[src/rtl/i2c_sched_pkg.sv]
// Shared types for the I2C command scheduler: FSM states, command modes and mode checks.
package i2c_sched_pkg;

  typedef enum logic [2:0] {
    ST_IDLE     = 3'd0,
    ST_LATCH    = 3'd1,
    ST_ISSUE    = 3'd2,
    ST_WAIT     = 3'd3,
    ST_SEND_MSB = 3'd4,
    ST_SEND_LSB = 3'd5,
    ST_DONE     = 3'd6
  } state_t;

  localparam logic [2:0] MODE_PTR = 3'b000;
  localparam logic [2:0] MODE_WR1 = 3'b001;
  localparam logic [2:0] MODE_WR2 = 3'b010;
  localparam logic [2:0] MODE_RD1 = 3'b011;
  localparam logic [2:0] MODE_RD2 = 3'b100;

  // Codes above MODE_RD2 have no I2C meaning and are rejected before issue.
  function automatic logic is_legal_mode(input logic [2:0] mode);
    return (mode <= MODE_RD2);
  endfunction

endpackage

[src/rtl/i2c_cmd_scheduler_txn_timer.sv]
// Transaction timer: loadable up-counter with clear, enable and terminal-count flag.
module txn_timer #(
  parameter int TIMEOUT_CYCLES = 1_000_000,
  parameter int CNT_W          = $clog2(TIMEOUT_CYCLES)
) (
  input  logic             clk,
  input  logic             reset,
  input  logic             clear,
  input  logic             load,
  input  logic [CNT_W-1:0] load_value,
  input  logic             enable,
  output logic             tc
);

  localparam logic [CNT_W-1:0] TC_VALUE = CNT_W'(TIMEOUT_CYCLES - 1);

  logic [CNT_W-1:0] count;

  always_ff @(posedge clk) begin
    if (reset || clear) begin
      count <= '0;
    end else if (load) begin
      count <= load_value;
    end else if (enable) begin
      count <= count + 1'b1;
    end
  end

  assign tc = (count == TC_VALUE);

endmodule

[src/rtl/i2c_cmd_scheduler.sv]
// Pops queued commands, runs each on the I2C core under a timeout and streams read bytes to the UART.
// Build option: define I2C_RETRY_EN to reissue NACKed commands up to MAX_RETRIES times.
module i2c_cmd_scheduler
  import i2c_sched_pkg::*;
#(
  parameter int TIMEOUT_CYCLES = 1_000_000,
  parameter int CNT_W          = $clog2(TIMEOUT_CYCLES)
`ifdef I2C_RETRY_EN
  , parameter int MAX_RETRIES  = 2
`endif
) (
  input  logic        clk,
  input  logic        reset,
  input  logic        cmd_empty,
  output logic        cmd_rd,
  input  logic [2:0]  cmd_mode,
  input  logic [7:0]  cmd_addr,
  input  logic [15:0] cmd_data,
  input  logic        i2c_ready,
  output logic        i2c_start,
  output logic [2:0]  i2c_mode,
  output logic [7:0]  i2c_addr,
  output logic [15:0] i2c_wdata,
  input  logic        i2c_done,
  input  logic        i2c_nack,
  input  logic [15:0] i2c_rdata,
  input  logic        tx_ready,
  output logic        tx_start,
  output logic [7:0]  data_byte,
  output logic        op_complete,
  output logic        op_error,
  output logic        time_out,
  output logic        busy
);

  // Handshakes: cmd_rd pops one command whose fields are valid the following
  // cycle; i2c_start is a one-cycle request accepted only while i2c_ready is
  // high, answered by a one-cycle i2c_done that qualifies i2c_nack/i2c_rdata;
  // tx_start is a one-cycle byte send issued only while tx_ready is high.

  state_t      state;
  state_t      state_next;
  logic [15:0] rdata_q;
  logic        err_flag;
  logic        tc;

  logic pop;
  logic issue_start;
  logic nack_hit;
  logic done_ok;
  logic timeout_hit;
  logic retry_ok;
  logic set_err;

  assign pop         = (state == ST_IDLE) && !cmd_empty && i2c_ready && !reset;
  assign issue_start = (state == ST_ISSUE) && i2c_ready;
  assign nack_hit    = (state == ST_WAIT) && i2c_done && i2c_nack;
  assign done_ok     = (state == ST_WAIT) && i2c_done && !i2c_nack;
  // A completion arriving on the terminal cycle beats the timeout.
  assign timeout_hit = (state == ST_WAIT) && !i2c_done && tc;
  assign set_err     = timeout_hit || (nack_hit && !retry_ok);

`ifdef I2C_RETRY_EN
  localparam int RETRY_W = (MAX_RETRIES > 0) ? $clog2(MAX_RETRIES + 1) : 1;
  logic [RETRY_W-1:0] retry_cnt;

  assign retry_ok = (int'(retry_cnt) < MAX_RETRIES);

  always_ff @(posedge clk) begin
    if (reset || state == ST_LATCH) begin
      retry_cnt <= '0;
    end else if (nack_hit && retry_ok) begin
      retry_cnt <= retry_cnt + 1'b1;
    end
  end
`else
  assign retry_ok = 1'b0;
`endif

  txn_timer #(
    .TIMEOUT_CYCLES (TIMEOUT_CYCLES),
    .CNT_W          (CNT_W)
  ) u_timer (
    .clk        (clk),
    .reset      (reset),
    .clear      (issue_start),
    .load       (1'b0),
    .load_value ('0),
    .enable     (state == ST_WAIT),
    .tc         (tc)
  );

  always_ff @(posedge clk) begin
    if (reset) begin
      state <= ST_IDLE;
    end else begin
      state <= state_next;
    end
  end

  always_comb begin
    state_next = state;
    case (state)
      ST_IDLE:  if (pop) state_next = ST_LATCH;
      ST_LATCH: state_next = is_legal_mode(cmd_mode) ? ST_ISSUE : ST_DONE;
      ST_ISSUE: if (i2c_ready) state_next = ST_WAIT;
      ST_WAIT: begin
        if (i2c_done) begin
          if (i2c_nack)                state_next = retry_ok ? ST_ISSUE : ST_DONE;
          else if (i2c_mode == MODE_RD2) state_next = ST_SEND_MSB;
          else if (i2c_mode == MODE_RD1) state_next = ST_SEND_LSB;
          else                         state_next = ST_DONE;
        end else if (tc) begin
          state_next = ST_DONE;
        end
      end
      ST_SEND_MSB: if (tx_ready) state_next = ST_SEND_LSB;
      ST_SEND_LSB: if (tx_ready) state_next = ST_DONE;
      ST_DONE:     state_next = ST_IDLE;
      default:     state_next = ST_IDLE;
    endcase
  end

  always_comb begin
    cmd_rd      = pop;
    i2c_start   = issue_start;
    tx_start    = ((state == ST_SEND_MSB) || (state == ST_SEND_LSB)) && tx_ready;
    data_byte   = 8'h00;
    op_complete = (state == ST_DONE);
    op_error    = (state == ST_DONE) && err_flag;
    busy        = (state != ST_IDLE);
    if (state == ST_SEND_MSB)      data_byte = rdata_q[15:8];
    else if (state == ST_SEND_LSB) data_byte = rdata_q[7:0];
  end

  always_ff @(posedge clk) begin
    if (reset) begin
      i2c_mode  <= '0;
      i2c_addr  <= '0;
      i2c_wdata <= '0;
      rdata_q   <= '0;
      err_flag  <= 1'b0;
      time_out  <= 1'b0;
    end else begin
      if (pop)              time_out <= 1'b0;
      else if (timeout_hit) time_out <= 1'b1;

      if (state == ST_LATCH) begin
        i2c_mode  <= cmd_mode;
        i2c_addr  <= cmd_addr;
        i2c_wdata <= cmd_data;
        err_flag  <= !is_legal_mode(cmd_mode);
      end else if (set_err) begin
        err_flag <= 1'b1;
      end

      if (done_ok && ((i2c_mode == MODE_RD1) || (i2c_mode == MODE_RD2))) begin
        rdata_q <= i2c_rdata;
      end
    end
  end

endmodule

[config.mk]
export PLATFORM = sky130hd
export DESIGN_NAME = i2c_cmd_scheduler
export DESIGN_NICKNAME = d
export VERILOG_FILES = /design/src/rtl/i2c_sched_pkg.sv /design/src/rtl/i2c_cmd_scheduler_txn_timer.sv /design/src/rtl/i2c_cmd_scheduler.sv
export SDC_FILE = /design/constraint.sdc
export NUM_CORES = 1
export LEC_CHECK = 0
export ABC_AREA = 1
export BUFFER_PORTS_ARGS = -buffer_cell sky130_fd_sc_hd__buf_2
export CORE_ASPECT_RATIO = 0.9
export CORE_MARGIN = 3
export CORE_UTILIZATION = 40
export CTS_BUF_LIST = sky130_fd_sc_hd__clkbuf_8
export CTS_CLUSTER_SIZE = 20
export DETAILED_ROUTE_END_ITERATION = 10
export PLACE_DENSITY = 0.66
export RECOVER_POWER = 100
export SLEW_MARGIN = 15
export SYNTH_ARGS = -nofsm -noshare
export SYNTH_HDL_FRONTEND = slang
export SYNTH_SLANG_ARGS = --single-unit
[constraint.sdc]
create_clock -name clk -period 3.48 [get_ports clk]
set_input_delay 0.522 -clock clk [delete_from_list [all_inputs] [get_ports clk]]
set_output_delay 0.522 -clock clk [all_outputs]
set_load 0.02 [all_outputs]
==> flow_metrics.tcl <==
set metrics [dict create \
    tritoncts_clock_tree "yes" \
    run_status "finished clean" \
    drt-wirelength-per-cell_um 12.45 \
    slew_hr 0.4499 \
    most-common-layout-cells "nor2_1, nand2_1, dfxtp_1" \
    worstMarginPinSlew_ns 0.8243 \
    power-per-cell-area_nw_per_um2 675.5 \
    leakagePower_uw 0.001585 \
    ant_nets 0 \
    antenna_cells_inserted 0 \
    top_level_ports 92 \
    maxCapViolCount 0 \
    vdd.ir_drop.worst_mv 0.3672 \
    port_buffers 91 \
    ctsRootBufferMaster "clkbuf_8" \
    setup-tns-final_ns 0 \
    max_freq_mhz 413.6 \
    grt_antenna_before_repair 0 \
    synth_top_area_share 0.4314 \
    gr-total-overflow 0 \
    first_global_vias 2992 \
    ys_seq_elements 68 \
    vias 3114 \
    route.final.wire_length_um 7958 \
    clkLatencyLatePin_ns 0.34 \
    fillers 819 \
    postSynthNetCount 504 \
    worstSetupPathType "reg2out" \
    cp-end-kind "primary output" \
    postLayoutCoreUtil 0.4947 \
    placed_wire_length_estimate_after_detailed_placement_um 5814 \
    gp_congestion 0.8696 \
    slew_violations 0 \
    cp.required_ns 2.96 \
    critical_path.max_fanout 11 \
    critPathArrivalTime_ns 1.90 \
    critPathLaunchType "register" \
    timing_hold_violations_final 0 \
    area.growth.synth_to_final_pct 19.47 \
    initialDrtViolationCount 119 \
    synth.yosys.seq_area_share 0.4314 \
    fp-row-count 30 \
    fin_skew_ns 0.01306 \
    cts_post_setup_buffers_inserted 0 \
    ctsLongestPathBuffers 2 \
    cts-htree-levels 3 \
    synth_top_area_cells "dfxtp_1, nor2_1, nand2_1" \
    finalSetupViolations 0 \
    synthDominantAreaCellType "dfxtp_1" \
    mostFrequentLayoutCell "nor2_1" \
    synth.lib_cells_used.distinct 30 \
    final_cycle_share 0.6947 \
    cts_hold_buf 0 \
    fp.dieW_um 99.63 \
    layout.cell_area.non_filler_sq_um 3770 \
    firstDrtPassIters 4 \
    clock_transition_at_the_registers_of_the_reported_paths_ns 0.08 \
    finalCriticalPeriod_ns 2.418 \
    detail_route.drc_violations 0 \
    dieArea_sq_um 8992 \
    pin_count_of_the_biggest_net_entering_global_routing 30 \
    worst_path_most_repeated_cell "nor2_1" \
    post_synthesis_instance_total 453 \
    grt_usage 0.1775 \
    syn_avg_cell_area_sq_um 6.966 \
    dpl_cell_area_sq_um 3642 \
    core-area_sq_um 7620 \
    critPathSlowestCell "nor2_1" \
    initial_core_util 0.4141 \
    grt_pass1_wl_um 13210 \
    timing.critical_path.cells "nor2_1 -> nand3_1 -> nor2_1 -> clkbuf_1" \
    worst_path_largest_cell_delay_ns 0.54 \
    layout-drive-gt1-share 0.1308 \
    chipHeight_um 90.26 \
    cts_buffers 9 \
    hold_class "in2reg" \
    tritoncts_num_sinks 68 \
    viasPerCell 4.873 \
    unrepaired_setup_endpoints_after_global_routing "no" \
    final_net_count 589 \
    netlist_area_sq_um 3156 \
    synthesis.yosys.warnings 0 \
    post_cts_resized 0 \
]
[registers in the layout, summed over array words and instances, names as in the netlist]
name / cells
u_timer.count: 20
i2c_addr: 8
i2c_mode: 3
i2c_wdata: 16
time_out: 1
rdata_q: 16
state: 3
err_flag: 1
[where the power goes]
| group | switching [uW] | total (uW) | internal (uW) |
|---|---|---|---|
| Clock | 311 | 792 | 481 |
| Sequential | 102 | 1030 | 927 |
| Combinational | 532 | 725 | 193 |
| Total | 945 | 2550 | 1600 |
[cells by family (layout without fill, tap and decap cells)]
logic type	Yosys count	count (layout)	synth area share
and+or+nand+nor	242	242	0.3414
AOI/OAI and AO/OA	74	74	0.1253
DFF	68	68	0.4314
buffers and inverters	63	153	0.08406
xor gates and xnor gates	5	5	0.01388
adders and majority gates	1	1	0.003964
[Yosys cell counts]
library cell and number:
o21ai_0 46, nor2_1 115, nand4_1 11, or2_1 1, buf_4 4, a21oi_1 18
nor2_4 2, xnor2_1 1, nor2_8 2, a21boi_0 1, a211oi_1 8, nand3_1 28
inv_1 43, or2_2 1, buf_6 1, buf_2 5, nor3_2 1, nand3_2 2
dfxtp_1 68, xor2_1 4, nor3_1 6, inv_2 2, ha_1 1, nor3b_1 1
clkbuf_1 8, nand2_2 2, nand3_4 1, nand2_1 67, o21a_1 1, nor2_2 2
[per-layer routing]
metal | global-route usage | part of all wire
met5 | 0 | 0
met4 | 0.06712 | 0.017
met3 | 0.05174 | 0.063
met2 | 0.2914 | 0.48
met1 | 0.2188 | 0.44
[worst paths after layout]
path                                   start  cells after the start  slack, ns                 to
worst max-delay path                state[0]                      4       1.06             cmd_rd
worst min-delay path            cmd_data[11]                      3       0.40      i2c_wdata[11]
worst max register to register      state[2]                      8       1.08  u_timer.count[15]
worst min register to register      time_out                      2       0.45           time_out
[through the flow]
stage | worst slack, ns | total power, uW | cells | hold slack [ns]
after floorplan | 1.706 | 1580 | 453 | 0.4345
after global placement | 1.414 | 1798 | 623 | 0.4375
after detailed placement | 1.371 | 1811 | 623 | 0.4364
after CTS | 1.109 | 2614 | 639 | 0.3852
after global routing | 0.7992 | 2699 | 639 | 0.3923
final | 1.062 | 2547 | 639 | 0.3999
[critical path, delay by kind of cell, from the launching register on]
| kind | cells | cell delay, ns |
|---|---|---|
| AND/OR/NAND/NOR | 3 | 0.90 |
| flip-flops | 1 | 0.39 |
| buffers and inverters | 1 | 0.27 |
[final cells by class]
| cell class | instances | area (sq um) | area share |
|---|---|---|---|
| multi-input cells | 322 | 1461 | 0.3877 |
| flip-flops and latches | 68 | 1361 | 0.3611 |
| repair buffers | 92 | 410.4 | 0.1089 |
| inverters | 45 | 168.9 | 0.04481 |
| clock buffers | 9 | 123.9 | 0.03286 |
| clock inverters | 7 | 123.9 | 0.03286 |
| well taps | 96 | 120.1 | 0.03186 |
No activity file was read; power rests on OpenSTA's default activity.
